**config.mk**
```make
export PLATFORM = sky130hd
export DESIGN_NAME = game_tick_scheduler
export DESIGN_NICKNAME = d
export VERILOG_FILES = /design/src/rtl/game_tick_scheduler.sv
export SDC_FILE = /design/constraint.sdc
export NUM_CORES = 1
export LEC_CHECK = 0
export ABC_CLOCK_PERIOD_IN_PS = 2700
export CORE_UTILIZATION = 55
export CTS_CLUSTER_DIAMETER = 60
export DETAILED_ROUTE_END_ITERATION = 16
export PLACE_DENSITY = 0.8
export SYNTH_ARGS = -nofsm -noshare
export SYNTH_HDL_FRONTEND = slang
export SYNTH_SLANG_ARGS = --single-unit
```
**constraint.sdc**
```tcl
create_clock -name clk -period 2.7 [get_ports clk]
set_clock_uncertainty 0.1 [all_clocks]
set_input_delay 0.27 -clock clk [delete_from_list [all_inputs] [get_ports clk]]
set_output_delay 0.27 -clock clk [all_outputs]
set_load 0.05 [all_outputs]
```
**src/rtl/game_tick_scheduler.sv**
```systemverilog
// Frame tick scheduler: divides clk into frame ticks and sequences up to three
// game steps (ball, paddles, render) per frame with timeout and overrun tracking.
module game_tick_scheduler #(
    parameter int TICK_DIV = 500000,
    parameter int TIMEOUT  = 4095
) (
    input  logic        clk,
    input  logic        rst,
    input  logic        run,
    input  logic [2:0]  step_en,
    input  logic [2:0]  step_done,
    input  logic        clr_err,
    output logic [2:0]  step_start,
    output logic        busy,
    output logic        tick,
    output logic [15:0] frame_cnt,
    output logic        overrun,
    output logic [7:0]  overrun_cnt,
    output logic        timeout_err
);

    localparam int DIV_W = (TICK_DIV > 1) ? $clog2(TICK_DIV) : 1;
    localparam int TO_W  = (TIMEOUT > 1) ? $clog2(TIMEOUT) : 1;
    localparam logic [DIV_W-1:0] DIV_LAST = DIV_W'(TICK_DIV - 1);
    localparam logic [TO_W-1:0]  TO_LAST  = TO_W'(TIMEOUT - 1);

    typedef enum logic [1:0] {
        S_IDLE,
        S_ISSUE,
        S_WAIT
    } state_t;

    state_t            state;
    logic [DIV_W-1:0]  div_cnt;
    logic [TO_W-1:0]   to_cnt;
    logic [2:0]        mask;
    logic [1:0]        idx;

    logic [1:0]        first_idx;
    logic [1:0]        next_idx;
    logic              has_next;
    logic              done_sel;
    logic              expired;
    logic              step_fire;
    logic              timeout_evt;
    logic              overrun_evt;

    // Step selection: only the done bit of the active step counts, and the next
    // step is the lowest mask bit above the current one.
    always_comb begin
        first_idx = 2'd2;
        if (step_en[0])
            first_idx = 2'd0;
        else if (step_en[1])
            first_idx = 2'd1;

        done_sel = 1'b0;
        has_next = 1'b0;
        next_idx = idx;
        case (idx)
            2'd0: begin
                done_sel = step_done[0];
                if (mask[1]) begin
                    has_next = 1'b1;
                    next_idx = 2'd1;
                end else if (mask[2]) begin
                    has_next = 1'b1;
                    next_idx = 2'd2;
                end
            end
            2'd1: begin
                done_sel = step_done[1];
                if (mask[2]) begin
                    has_next = 1'b1;
                    next_idx = 2'd2;
                end
            end
            2'd2: done_sel = step_done[2];
            default: done_sel = 1'b0;
        endcase

        expired     = (to_cnt == TO_LAST);
        step_fire   = (state == S_WAIT) && (done_sel || expired);
        timeout_evt = (state == S_WAIT) && !done_sel && expired;
        overrun_evt = tick && (state != S_IDLE);
    end

    always_ff @(posedge clk) begin
        if (rst) begin
            state       <= S_IDLE;
            div_cnt     <= '0;
            to_cnt      <= '0;
            mask        <= '0;
            idx         <= '0;
            tick        <= 1'b0;
            step_start  <= '0;
            busy        <= 1'b0;
            frame_cnt   <= '0;
            overrun     <= 1'b0;
            overrun_cnt <= '0;
            timeout_err <= 1'b0;
        end else begin
            tick <= 1'b0;
            if (!run) begin
                div_cnt <= '0;
            end else if (div_cnt == DIV_LAST) begin
                div_cnt <= '0;
                tick    <= 1'b1;
            end else begin
                div_cnt <= div_cnt + 1'b1;
            end

            // step_start is loaded on the transition into ISSUE so it is high
            // for exactly the ISSUE cycle.
            step_start <= '0;
            case (state)
                S_IDLE: begin
                    if (tick) begin
                        mask <= step_en;
                        if (step_en == 3'b000) begin
                            frame_cnt <= frame_cnt + 16'd1;
                        end else begin
                            idx        <= first_idx;
                            step_start <= 3'b001 << first_idx;
                            busy       <= 1'b1;
                            state      <= S_ISSUE;
                        end
                    end
                end
                S_ISSUE: begin
                    to_cnt <= '0;
                    state  <= S_WAIT;
                end
                S_WAIT: begin
                    if (step_fire) begin
                        if (has_next) begin
                            idx        <= next_idx;
                            step_start <= 3'b001 << next_idx;
                            state      <= S_ISSUE;
                        end else begin
                            frame_cnt <= frame_cnt + 16'd1;
                            busy      <= 1'b0;
                            state     <= S_IDLE;
                        end
                    end else begin
                        to_cnt <= to_cnt + 1'b1;
                    end
                end
                default: begin
                    busy  <= 1'b0;
                    state <= S_IDLE;
                end
            endcase

            // A new error event beats a simultaneous clear.
            if (overrun_evt) begin
                overrun <= 1'b1;
                if (clr_err)
                    overrun_cnt <= 8'd1;
                else if (overrun_cnt != 8'hFF)
                    overrun_cnt <= overrun_cnt + 8'd1;
            end else if (clr_err) begin
                overrun     <= 1'b0;
                overrun_cnt <= '0;
            end

            if (timeout_evt)
                timeout_err <= 1'b1;
            else if (clr_err)
                timeout_err <= 1'b0;
        end
    end

endmodule

```
==> results.py <==
metrics = {
    "outcome": {
        "outcome": "completed",
    },
    "final_layout": {
        "insertedDiodeCount": 0,
        "multi_input_comb_area_sq_um": 1690,
        "area.growth.synth_to_final_pct": 22.2,
        "regArea_sq_um": 1360,
        "final_util_pct": 70.0,
        "fillers": 445,
        "final_area_sq_um": 3850,
        "nNetsFinal": 420,
        "drive_gt1_share_pct": 7.32,
    },
    "logic_synthesis": {
        "synthTopCellsByCount": "68 x dfxtp_1, 62 x nor2_1, 25 x nand2_1",
        "synth.net_count": 378,
        "synth_ff_type": "dfxtp_1",
        "ys_ff_latch": 68,
        "ys_warn_count": 0,
        "syn_avg_cell_area_sq_um": 8.69,
        "synth_edf_count": 0,
        "yosysMostFrequentCell": "dfxtp_1",
        "ys_seq_area_share_pct": 43.1,
        "synth.distinct_cells": 49,
        "ys_async_sr_fraction_pct": 0,
        "yosysTopAreaCell": "dfxtp_1",
        "yosysTopAreaCellShare_pct": 43.1,
        "synth.area.top_cells": "dfxtp_1 43%, nor2_1 7.4%, xor2_1 5.0%",
        "synthCells": 363,
        "synthesis.area_sq_um": 3160,
    },
    "pwr": {
        "ir_worst_vdd_mv": 0.385,
        "p_leak_nw": 1.40,
        "powerDensity_nw_per_um2": 545,
    },
    "sta": {
        "fin_crit_ps": 2300,
        "tightestPinTransition_ps": 658,
        "slew_headroom_pct": 56.0,
        "tns_ps": 0,
        "rsz0062_at_grt": "no",
        "fin_crit_sh_pct": 85.1,
        "fmaxAchievable_ghz": 0.435,
        "fin_hold_ws_ps": 368,
        "hold_violations": 0,
        "setup_viol": 0,
        "slew_violations": 0,
    },
    "detailed_routing": {
        "vias": 2716,
        "drtPass1Iterations": 5,
        "drt_iter0_drc": 151,
        "antenna_left": 0,
        "wl_microns": 6490,
        "routedWlPerCell_microns": 13.5,
        "drc": 0,
        "via_per_inst": 5.63,
    },
    "placement": {
        "placed_area_sq_um": 3600,
        "io_buffers": 40,
        "routabilityCongestion": 0.809,
        "dp_hpwl_microns": 4450,
    },
    "floorplan": {
        "coreArea_sq_um": 5510,
        "die_w_microns": 77.7,
        "initial_utilization_pct": 57.3,
        "placementRows": 27,
        "io_pins": 41,
        "dieArea_sq_um": 6040,
        "die_h_microns": 77.7,
    },
    "critical_path": {
        "reg2regPathDepth": 7,
        "cp_max_fo": 18,
        "r2r-end": "div_cnt[18]$_SDFF_PP0_",
        "cp_data_arrival_time_ps": 2400,
        "critPathRequiredTime_ps": 2800,
        "crit_type": "reg -> reg",
        "r2r_setup_slack_ps": 400,
        "crit_path_start_kind": "flop",
        "end_kind": "flop",
        "rr_startpoint": "div_cnt[0]$_SDFF_PP0_",
    },
    "global_routing": {
        "overflow": 0,
        "track_usage_pct": 22.8,
        "grt_start_max_net_pins": 37,
        "antenna_found_initial": 0,
        "first_global_vias": 2400,
        "grt_pass1_wl_microns": 10800,
    },
    "clock_network": {
        "clkSinkCount": 68,
        "hold_buffers": 0,
        "ctsLongestPathBuffers": 2,
        "worstSkewPairLatency_ps": 340,
        "cts_tree": "yes",
        "cts_setup_buffers": 0,
        "cts_resized": 0,
        "clkTransAtPathRegs_ps": 70,
        "cts-root-buf": "clkbuf_8",
        "ctsHtreeMaxLevel": 3,
        "cts_buffers": 9,
    },
    "worst_hold_path": {
        "holdPathStages": 1,
        "min_to": "div_cnt[0]$_SDFF_PP0_",
        "hold_start": "div_cnt[0]$_SDFF_PP0_",
        "hold_path.class": "reg -> reg",
    },
    "job": {
        "cap_violations": 0,
    },
}
-- flip-flops by register name, summed over array words and instances (netlist names) --
signal	count
overrun_cnt	8
div_cnt	19
mask	2
idx	2
state	2
step_start	3
busy	1
tick	1
to_cnt	12
overrun	1
timeout_err	1
frame_cnt	16
-- layout make-up --
| class | count | area share [%] |
|---|---|---|
| clock buffers | 12 | 4.02 |
| repair buffers | 43 | 11.0 |
| clock inverters | 4 | 2.47 |
| flip-flops and latches | 68 | 35.3 |
| multi-input cells | 273 | 43.9 |
| well taps | 72 | 2.34 |
| inverters | 10 | 0.974 |
-- power by group --
group	switching (mW)	internal (mW)
registers	0.00226	1.00
clock network	0.377	0.663
logic	0.0324	0.0206
-- worst max-delay path: stages, from the launching register on --
cell,delay [ps]
dfxtp_1,370
ha_1,210
nand3_1,150
nor2_1,260
nand4_1,160
or2_2,330
nand3_1,470
nor2_1,120
-- cells in the final DEF (no fill, tap or decap), types with 5 or more instances in the layout --
master	n
a21oi_1	18
and3_1	5
clkbuf_8	11
clkdlybuf4s50_1	40
dfxtp_1	68
ha_1	5
inv_1	10
mux2i_1	5
nand2_1	25
nand2b_1	6
nand3_1	18
nand4_1	16
nor2_1	62
nor3_1	5
o21ai_0	14
or3_1	11
xnor2_1	14
xor2_1	18
-- worst max path at each step --
| stage | cells after the start | from | slack (ps) | end |
|---|---|---|---|---|
| 2_1_floorplan | 6 | frame_cnt[3]$_SDFFE_PP0P_ | 530 | frame_cnt[15]$_SDFFE_PP0P_ |
| 3_3_place_gp | 8 | step_en[1] | 410 | frame_cnt[10]$_SDFFE_PP0P_ |
| 3_5_place_dp | 7 | step_en[1] | 370 | frame_cnt[15]$_SDFFE_PP0P_ |
| 4_1_cts | 7 | div_cnt[0]$_SDFF_PP0_ | 370 | div_cnt[18]$_SDFF_PP0_ |
| 5_1_grt | 7 | div_cnt[0]$_SDFF_PP0_ | 180 | div_cnt[9]$_SDFF_PP0_ |
| 6_report | 7 | div_cnt[0]$_SDFF_PP0_ | 400 | div_cnt[18]$_SDFF_PP0_ |
-- layer usage --
metal  track usage (%)  up-vias  part of all wire, %
li1                  -     1366                    -
met1              29.0     1283                   46
met2              35.8       55                   48
met3              7.06       12                  4.7
met4              8.87        0                  1.6
met5                 0        -                    0
-- through the flow --
stage	total power [mW]	setup slack [ps]	std cells
after floorplan	1.06	534	363
after global placement	1.08	411	466
after detailed placement	1.08	369	466
after CTS	2.12	375	482
after global routing	2.17	176	482
final	2.10	403	482
-- kinds of logic after synthesis --
family | after synthesis | share of synthesized area (%)
compound gates | 49 | 9.75
xor+xnor | 32 | 8.88
fa+ha+maj | 5 | 1.98
buf+inv | 22 | 3.21
flops | 68 | 43.1
mux | 5 | 1.59
simple gates | 182 | 31.4
Power figures use the tool's default switching activity.
